**config.mk**
```make
export PLATFORM = sky130hd
export DESIGN_NAME = wr_nic_wb_regs_flat
export DESIGN_NICKNAME = d
export VERILOG_FILES = /design/src/rtl/wr_nic_wb_regs_if.sv /design/src/rtl/wr_nic_wb_regs.sv /design/src/flat_wrapper.sv
export SDC_FILE = /design/constraint.sdc
export NUM_CORES = 1
export LEC_CHECK = 0
export CORE_MARGIN = 2
export CORE_UTILIZATION = 50
export CTS_CLUSTER_DIAMETER = 40
export DETAILED_ROUTE_END_ITERATION = 10
export GPL_TIMING_DRIVEN = 1
export PLACE_DENSITY = 0.88
export SYNTH_ARGS = -nofsm -noshare
export SYNTH_HDL_FRONTEND = slang
export SYNTH_SLANG_ARGS = --single-unit
```
**constraint.sdc**
```tcl
create_clock -name clk_125m -period 3.9 [get_ports clk_125m]
set_input_delay 0.78 -clock clk_125m [delete_from_list [all_inputs] [get_ports clk_125m]]
set_output_delay 0.78 -clock clk_125m [all_outputs]
set_load 0.01 [all_outputs]
```
**src/rtl/wr_nic_wb_regs_if.sv**
```systemverilog
// Host-side Wishbone classic bus bundle for the WR NIC register bank.
// Signal suffixes follow the slave's point of view (_i driven by master, _o by slave).
interface wr_nic_wb_regs_if;
  logic        wb_cyc_i;
  logic        wb_stb_i;
  logic        wb_we_i;
  logic [31:0] wb_adr_i;
  logic [3:0]  wb_sel_i;
  logic [31:0] wb_dat_i;
  logic [31:0] wb_dat_o;
  logic        wb_ack_o;
  logic        wb_err_o;

  modport master (
    output wb_cyc_i, wb_stb_i, wb_we_i, wb_adr_i, wb_sel_i, wb_dat_i,
    input  wb_dat_o, wb_ack_o, wb_err_o
  );

  modport slave (
    input  wb_cyc_i, wb_stb_i, wb_we_i, wb_adr_i, wb_sel_i, wb_dat_i,
    output wb_dat_o, wb_ack_o, wb_err_o
  );
endinterface

```
**src/rtl/wr_nic_wb_regs.sv**
```systemverilog
// WR NIC control/status register bank: Wishbone classic slave, programmable wait states, W1C IRQ.
// Optional macro WR_NIC_WB_ERR_EN: unmapped offsets and RO writes terminate with wb_err_o.
module wr_nic_wb_regs #(
  parameter logic [31:0] BASE_ADDR   = 32'h0000_1000,
  parameter logic [31:0] ID_VALUE    = 32'hDEADBEEF,
  parameter int unsigned WAIT_CYCLES = 0
) (
  input  logic              clk_125m,
  input  logic              rst_n,
  wr_nic_wb_regs_if.slave   wb,
  input  logic [15:0]       status_i,
  input  logic [3:0]        irq_evt_i,
  output logic [7:0]        ctrl_o,
  output logic              irq_o
);

  typedef enum logic [1:0] {ST_IDLE, ST_WAIT, ST_ACK} state_t;

  localparam logic [3:0] WAIT_LOAD = (WAIT_CYCLES > 0) ? 4'(WAIT_CYCLES - 1) : 4'd0;

  state_t      r_state, w_state_next;
  logic [3:0]  r_wait_cnt, w_wait_cnt_next;
  logic        r_ack, r_err;
  logic [31:0] r_dat;
  logic [7:0]  r_ctrl;
  logic [31:0] r_scratch;
  logic [3:0]  r_irq_pend, r_irq_mask;
  logic [15:0] r_evt_cnt;
  logic        r_irq;

  logic        w_req, w_hit, w_fire, w_err_term, w_wr;
  logic [3:0]  w_offset, w_clr;
  logic [31:0] w_rdata;

  assign w_req    = wb.wb_cyc_i & wb.wb_stb_i;
  assign w_hit    = w_req & (wb.wb_adr_i[31:6] == BASE_ADDR[31:6]);
  assign w_offset = wb.wb_adr_i[5:2];
  // The transfer completes on the edge leaving ACK, using that edge's bus inputs.
  assign w_fire   = (r_state == ST_ACK) & w_hit;

  always_ff @(posedge clk_125m or negedge rst_n) begin
    if (!rst_n) begin
      r_state    <= ST_IDLE;
      r_wait_cnt <= 4'd0;
    end else begin
      r_state    <= w_state_next;
      r_wait_cnt <= w_wait_cnt_next;
    end
  end

  always_comb begin
    w_state_next    = r_state;
    w_wait_cnt_next = r_wait_cnt;
    case (r_state)
      ST_IDLE: begin
        if (w_hit) begin
          if (WAIT_CYCLES == 0) begin
            w_state_next = ST_ACK;
          end else begin
            w_state_next    = ST_WAIT;
            w_wait_cnt_next = WAIT_LOAD;
          end
        end
      end
      ST_WAIT: begin
        if (!w_hit) begin
          w_state_next = ST_IDLE;
        end else if (r_wait_cnt == 4'd0) begin
          w_state_next = ST_ACK;
        end else begin
          w_wait_cnt_next = r_wait_cnt - 4'd1;
        end
      end
      ST_ACK:  w_state_next = ST_IDLE;
      default: w_state_next = ST_IDLE;
    endcase
  end

  always_comb begin
    w_rdata = 32'h0;
    case (w_offset)
      4'h0: w_rdata = ID_VALUE;
      4'h1: w_rdata = {24'h0, r_ctrl};
      4'h2: w_rdata = {16'h0, status_i};
      4'h3: w_rdata = r_scratch;
      4'h4: w_rdata = {28'h0, r_irq_pend};
      4'h5: w_rdata = {28'h0, r_irq_mask};
      4'h6: w_rdata = {16'h0, r_evt_cnt};
      default: w_rdata = 32'h0;
    endcase
  end

`ifdef WR_NIC_WB_ERR_EN
  logic w_mapped, w_ro;
  assign w_mapped   = (w_offset <= 4'h6);
  assign w_ro       = (w_offset == 4'h0) | (w_offset == 4'h2) | (w_offset == 4'h6);
  assign w_err_term = ~w_mapped | (wb.wb_we_i & w_ro);
`else
  assign w_err_term = 1'b0;
`endif

  assign w_wr  = w_fire & wb.wb_we_i & ~w_err_term;
  assign w_clr = (w_wr && (w_offset == 4'h4) && wb.wb_sel_i[0]) ? wb.wb_dat_i[3:0] : 4'h0;

  always_ff @(posedge clk_125m or negedge rst_n) begin
    if (!rst_n) begin
      r_ack <= 1'b0;
      r_err <= 1'b0;
      r_dat <= 32'h0;
    end else begin
      r_ack <= w_fire & ~w_err_term;
      r_err <= w_fire & w_err_term;
      r_dat <= (w_fire && !wb.wb_we_i && !w_err_term) ? w_rdata : 32'h0;
    end
  end

  always_ff @(posedge clk_125m or negedge rst_n) begin
    if (!rst_n) begin
      r_ctrl     <= 8'h0;
      r_irq_mask <= 4'h0;
      r_irq_pend <= 4'h0;
      r_evt_cnt  <= 16'h0;
      r_irq      <= 1'b0;
    end else begin
      if (w_wr && (w_offset == 4'h1) && wb.wb_sel_i[0]) r_ctrl <= wb.wb_dat_i[7:0];
      if (w_wr && (w_offset == 4'h5) && wb.wb_sel_i[0]) r_irq_mask <= wb.wb_dat_i[3:0];
      // New events are OR-ed in after the clear so a same-edge set wins.
      r_irq_pend <= (r_irq_pend & ~w_clr) | irq_evt_i;
      if (|irq_evt_i) r_evt_cnt <= r_evt_cnt + 16'd1;
      r_irq <= |(r_irq_pend & r_irq_mask);
    end
  end

  generate
    for (genvar gi = 0; gi < 4; gi++) begin : g_scratch_lane
      always_ff @(posedge clk_125m or negedge rst_n) begin
        if (!rst_n) begin
          r_scratch[8*gi +: 8] <= 8'h0;
        end else if (w_wr && (w_offset == 4'h3) && wb.wb_sel_i[gi]) begin
          r_scratch[8*gi +: 8] <= wb.wb_dat_i[8*gi +: 8];
        end
      end
    end
  endgenerate

  assign wb.wb_ack_o = r_ack;
  assign wb.wb_err_o = r_err;
  assign wb.wb_dat_o = r_dat;
  assign ctrl_o      = r_ctrl;
  assign irq_o       = r_irq;

endmodule

```
**src/flat_wrapper.sv**
```systemverilog
// flat-port wrapper written by rule: the top's interface ports become plain ports
module wr_nic_wb_regs_flat 
#(
  parameter logic [31:0] BASE_ADDR   = 32'h0000_1000,
  parameter logic [31:0] ID_VALUE    = 32'hDEADBEEF,
  parameter int unsigned WAIT_CYCLES = 0
)
  (clk_125m, rst_n, status_i, irq_evt_i, ctrl_o, irq_o, wb_wb_cyc_i, wb_wb_stb_i, wb_wb_we_i, wb_wb_adr_i, wb_wb_sel_i, wb_wb_dat_i, wb_wb_dat_o, wb_wb_ack_o, wb_wb_err_o);
  wr_nic_wb_regs_if wb_i ();
  input  logic clk_125m;
  input  logic rst_n;
  input  logic [15:0] status_i;
  input  logic [3:0] irq_evt_i;
  output logic [7:0] ctrl_o;
  output logic irq_o;
  input wire logic [$bits(wb_i.wb_cyc_i)-1:0] wb_wb_cyc_i;
  input wire logic [$bits(wb_i.wb_stb_i)-1:0] wb_wb_stb_i;
  input wire logic [$bits(wb_i.wb_we_i)-1:0] wb_wb_we_i;
  input wire logic [$bits(wb_i.wb_adr_i)-1:0] wb_wb_adr_i;
  input wire logic [$bits(wb_i.wb_sel_i)-1:0] wb_wb_sel_i;
  input wire logic [$bits(wb_i.wb_dat_i)-1:0] wb_wb_dat_i;
  output wire logic [$bits(wb_i.wb_dat_o)-1:0] wb_wb_dat_o;
  output wire logic [$bits(wb_i.wb_ack_o)-1:0] wb_wb_ack_o;
  output wire logic [$bits(wb_i.wb_err_o)-1:0] wb_wb_err_o;
  assign wb_i.wb_cyc_i = wb_wb_cyc_i;
  assign wb_i.wb_stb_i = wb_wb_stb_i;
  assign wb_i.wb_we_i = wb_wb_we_i;
  assign wb_i.wb_adr_i = wb_wb_adr_i;
  assign wb_i.wb_sel_i = wb_wb_sel_i;
  assign wb_i.wb_dat_i = wb_wb_dat_i;
  assign wb_wb_dat_o = wb_i.wb_dat_o;
  assign wb_wb_ack_o = wb_i.wb_ack_o;
  assign wb_wb_err_o = wb_i.wb_err_o;
  wr_nic_wb_regs #(.BASE_ADDR(BASE_ADDR), .ID_VALUE(ID_VALUE), .WAIT_CYCLES(WAIT_CYCLES)) u_core (.clk_125m(clk_125m), .rst_n(rst_n), .wb(wb_i), .status_i(status_i), .irq_evt_i(irq_evt_i), .ctrl_o(ctrl_o), .irq_o(irq_o));
endmodule
```
Word-level counts from Yosys, hierarchy flattened
Cells that the tools add are included.
Word-level totals
  output and inout bits: 43
  register bits after elaboration: 104
  input bits: 93
  word-level logic and storage cells: 62
Cells by class
  multiplexer cells: 7
  equality and inequality tests: 11
  reduce and logical (&&, ||, !) cells: 20
  bitwise logic cells: 9
  add/sub/neg operators: 2
Operators by type and width (number)
  one-hot mux 32 bit (7 select lines): 1
  two-way mux 32 bit: 1
  == test 26 x 7 -> 1 bit (second input constant): 1
  adder 16 x 1 -> 16 bit (second input constant): 1
  == test 4 x 3 -> 1 bit (second input constant): 3
  logical AND 1 bit: 12
  bitwise AND 4 bit: 2
  == test 4 x 2 -> 1 bit (second input constant): 2
  zero test 4 bit: 2
  OR reduction 4 bit: 2
  two-way mux 2 bit: 3
  bitwise AND 1 bit: 4
  == test 4 x 1 -> 1 bit (second input constant): 1
  two-way mux 4 bit: 1
  NOT 4 bit: 1
  OR 4 bit: 1
  one-hot mux 2 bit (2 select lines): 1
  subtractor 4 x 1 -> 4 bit (second input constant): 1
  inequality test 3 bit (second input constant): 1
  AND reduction 3 bit: 1
  == test 2 x 1 -> 1 bit (second input constant): 1
  == test 2 bit (second input constant): 1
  zero test 2 bit: 1
  inequality test 2 x 1 -> 1 bit (second input constant): 1
  other kinds (3): 3

Depth between registers and ports, before layout
  depth in word-level cells: 10
  gate-level depth with buffers: 6
  mapped depth without buffers: 4

Worst setup path after synthesis
OpenSTA, ideal clock, no wires.
  path type: input -> register
  start: input wb_wb_adr_i[13]
  end: register u_core.r_ctrl[0], in the netlist u_core.ctrl_o[0]
  required time: 3.775 ns
  buffers on the path: 1
  slack: 1.599 ns
  cell stages on the path: 5
  arrival: 2.176 ns
  cells stage by stage: nor4b_1 > nand4_1 > buf_4 > nor3_4 > mux2_2
On the way
  word-level cells in the longest chain between the ends: 6
RTL lines
  start, declared: line flat_wrapper.sv:19  | input wire logic [$bits(wb_i.wb_adr_i)-1:0] wb_wb_adr_i;
  == test 26 x 7 -> 1 bit: line wr_nic_wb_regs.sv:36  | assign w_hit = w_req & (wb.wb_adr_i[31:6] == BASE_ADDR[31:6]);
  bitwise AND 1 bit: line wr_nic_wb_regs.sv:36
  bitwise AND 1 bit: line wr_nic_wb_regs.sv:39  | assign w_fire = (r_state == ST_ACK) & w_hit;
  bitwise AND 1 bit: line wr_nic_wb_regs.sv:102  | assign w_wr = w_fire & wb.wb_we_i & ~w_err_term;
  logical AND 1 bit (2 in series): line wr_nic_wb_regs.sv:125  | if (w_wr && (w_offset == 4'h1) && wb.wb_sel_i[0]) r_ctrl <= wb.wb_dat_i[7:0];
  end signal, assigned: line wr_nic_wb_regs.sv:125
  end, declared: line wr_nic_wb_regs.sv:25  | logic [7:0] r_ctrl;
Every way passes these cells.
A chain may end at the register's enable or synchronous reset.

Worst setup path in the final report
  start: input wb_wb_adr_i[5]
  end: register u_core.r_scratch[15]
On the way
  word-level cells in the longest chain between the ends: 3
RTL lines
  == test 4 x 2 -> 1 bit: line wr_nic_wb_regs.sv:139  | end else if (w_wr && (w_offset == 4'h3) && wb.wb_sel_i[gi]) begin
  logical AND 1 bit (2 in series): line wr_nic_wb_regs.sv:139
  end signal, assigned by index: line wr_nic_wb_regs.sv:140  | r_scratch[8*gi +: 8] <= wb.wb_dat_i[8*gi +: 8];
  end, declared: line wr_nic_wb_regs.sv:26  | logic [31:0] r_scratch;
Every way passes these cells.

==> flow_metrics.py <==
metrics = {
    "global_routing": {
        "globalRouteTotalUtil_pct": 24.1,
        "grt_max_degree": 43,
        "grt-ovfl-total": 0,
        "antenna_found_initial": 0,
        "grt_pass1_vias": 3511,
        "grt_first_pass_wirelength_um": 17900,
    },
    "finish": {
        "final_common_cell": "clkdlybuf4s50_1",
        "mostFrequentLayoutCells": "clkdlybuf4s50_1 (131), dfrtp_1 (99), mux2_2 (44), a21oi_1 (28), nor2_1 (25)",
        "nFillCells": 544,
        "layoutNonFillerInstCount": 595,
        "layout-drive-gt1-share_pct": 16.3,
        "nNetsFinal": 579,
        "regArea_um2": 2480,
        "diodes": 0,
        "final_area_um2": 5980,
        "multi_input_area_um2": 1770,
        "area_growth_syn_to_layout_pct": 37.8,
    },
    "yosys": {
        "synth.ff_latch_count": 99,
        "postSynthAreaPerCell_um2": 12.4,
        "synth_nets": 445,
        "syn_inst": 351,
        "synth_ff_type": "dfrtp_1",
        "ys_warn_count": 0,
        "ys_types": 42,
        "synthArstFlopShare_pct": 100,
        "synth_area_um2": 4340,
        "synth_edf_count": 0,
        "yosysSeqAreaShare_pct": 57.1,
    },
    "drt": {
        "routed_wl_um": 11000,
        "wl_per_cell_um": 18.5,
        "vias_per_cell": 5.80,
        "num_vias": 3450,
        "drt_pass1_iterations": 5,
        "drcViolationCount": 0,
        "drt_iter0_drc": 193,
        "ant_nets": 0,
    },
    "placed_design": {
        "pre_cts_ws_ns": 0.705,
        "place_area_um2": 5780,
        "hpwl_um": 8230,
        "io_buffers": 132,
        "numPlacedInstances": 579,
        "place_congestion": 0.847,
    },
    "pwr": {
        "power_density_nw_per_um2": 337,
        "ir_worst_vdd_mv": 0.199,
        "p_leak_nw": 2.63,
    },
    "timing": {
        "fin_setup_tns_ns": 0,
        "finalSetupViolations": 0,
        "setup_ws_ns": 1.07,
        "rsz0062_at_grt": "no",
        "max_slew_margin_pct": 51.4,
        "fin_crit_sh_pct": 72.5,
        "drv_slew": 0,
        "finalCriticalPeriod_ns": 2.83,
        "clock.fmax_mhz": 354,
        "worst_slew_pin_slew_ns": 0.719,
        "skew_ns": 0.0163,
        "hold_viol_final": 0,
    },
    "clocking": {
        "cts_num_sinks": 99,
        "cts_buffers": 9,
        "clock_latency_ns": 0.37,
        "post_cts_buffers": 0,
        "cts.path.max_buffers": 2,
        "cts_hold_buffers": 0,
        "cts_tree": "yes",
        "htreeDepth": 3,
        "clk_pin_slew_ns": 0.10,
        "cts-root-buf": "clkbuf_8",
        "cts_resized": 0,
    },
    "run_status": {
        "outcome": "completed",
    },
    "critical_path": {
        "arrival_ns": 3.08,
        "cp-end-kind": "flop",
        "cp-start-kind": "input port",
        "critPathRequiredTime_ns": 4.15,
        "slowest_stage": "and4bb_1",
        "ff2ff_path_depth": 4,
        "path_class": "in2reg",
        "cpPeakStageDelay_ns": 0.68,
        "crit-reg2reg-capture": "u_core.ctrl_o[4]",
        "crit_fanout": 17,
        "rrSetupSlack_ns": 1.97,
        "timing.rr.start": "u_core.r_state[1]",
        "path_cells": "clkdlybuf4s50_1, and4bb_1, nand4_1, nor3_4, mux2_2",
    },
    "floorplanning": {
        "die_area_um2": 9440,
        "die_h_um": 97.1,
        "start_util_pct": 52.3,
        "die_w_um": 97.1,
        "row_count": 33,
        "io_pins": 136,
        "core_um2": 8300,
    },
    "flow_run": {
        "maxCapViolCount": 0,
    },
    "hold_path": {
        "worstHoldPathType": "in2async",
    },
}
kinds of logic after synthesis:
| family | Yosys count | share of synthesized area, % |
|---|---|---|
| adders and majority gates | 1 | 0.288 |
| buffers and inverters | 21 | 2.16 |
| xor gates and xnor gates | 15 | 3.03 |
| other | 1 | 0.0864 |
| and+or+nand+nor | 99 | 14.5 |
| DFF | 99 | 57.1 |
| muxes | 53 | 13.5 |
| AOI/OAI and AO/OA | 62 | 9.35 |
registers in the layout, summed over array words and instances (netlist names):
register and flops:
u_core.ctrl_o 8, u_core.r_evt_cnt 16, u_core.irq_o 1, u_core.r_scratch 32, u_core.r_irq_pend 4, u_core.wb.wb_dat_o 32, u_core.r_state 1, u_core.wb.wb_ack_o 1
u_core.r_irq_mask 4
cell type report:
type | instances | area share [%]
Timing Repair Buffer | 144 | 23.6
Tap cell | 105 | 2.20
Sequential cell | 99 | 41.4
Clock inverter | 6 | 0.963
Multi-Input combinational cell | 231 | 29.5
Clock buffer | 10 | 2.30
metal layers:
metal | track usage [%] | up-vias | wire length [um]
met1 | 30.1 | 1729 | 4410
met5 | 0 | - | 0
li1 | - | 1566 | -
met2 | 41.3 | 139 | 5720
met3 | 6.47 | 16 | 673
met4 | 7.04 | 0 | 228
metrics by stage:
stage                     hold WS, ns  util [%]  power [mW]
final                           0.387      72.0        2.01
after global routing            0.403      72.0        2.10
after CTS                       0.395      72.0        2.03
after detailed placement        0.469      69.7        1.40
after global placement          0.460      69.7        1.39
after floorplan                 0.442         -        1.24
cells in the mapped netlist (3+ instances only):
library cell / count / share of area [%]
dfrtp_1: 99 / 57
mux2_2: 44 / 11
a21oi_1: 28 / 3.2
nor2_1: 25 / 2.2
a22oi_1: 16 / 2.8
clkbuf_1: 13 / 1.1
nand4_1: 10 / 1.4
nand2_1: 9 / 0.78
xnor2_1: 9 / 1.8
and4_1: 8 / 1.6
mux2i_1: 8 / 1.8
nand3_1: 8 / 0.92
xor2_1: 6 / 1.2
and3_1: 5 / 0.72
buf_2: 5 / 0.58
nand2b_1: 5 / 0.72
nor4_1: 5 / 0.72
a211oi_1: 4 / 0.69
a2bb2oi_1: 4 / 0.81
nor3_4: 4 / 1.5
o31ai_1: 4 / 0.69
a31oi_1: 3 / 0.43
nor2b_1: 3 / 0.43
nor3_1: 3 / 0.35
power by group:
part	switching (mW)	total, mW	internal (mW)
Clock	0.373	0.634	0.262
Sequential	0.0557	1.12	1.07
Combinational	0.105	0.256	0.151
worst max-delay path, delay by kind of cell:
family	cells	cell delay (ns)
buffers and inverters	1	0.56
and+or+nand+nor	3	1.34
muxes	1	0.39
worst max-delay path by stage:
stage	startpoint	end	slack, ns	depth (start not counted)
floorplan	wb_wb_adr_i[13]	u_core.ctrl_o[0]	1.60	5
global route	wb_wb_adr_i[5]	u_core.r_scratch[20]	0.97	5
finish	wb_wb_adr_i[5]	u_core.r_scratch[15]	1.07	5
CTS	wb_wb_adr_i[5]	u_core.r_scratch[15]	1.08	5
detailed placement	wb_wb_adr_i[5]	u_core.r_scratch[9]	0.71	5
global placement	wb_wb_adr_i[5]	u_core.r_scratch[9]	0.72	5
No activity file was read; power rests on OpenSTA's default activity.
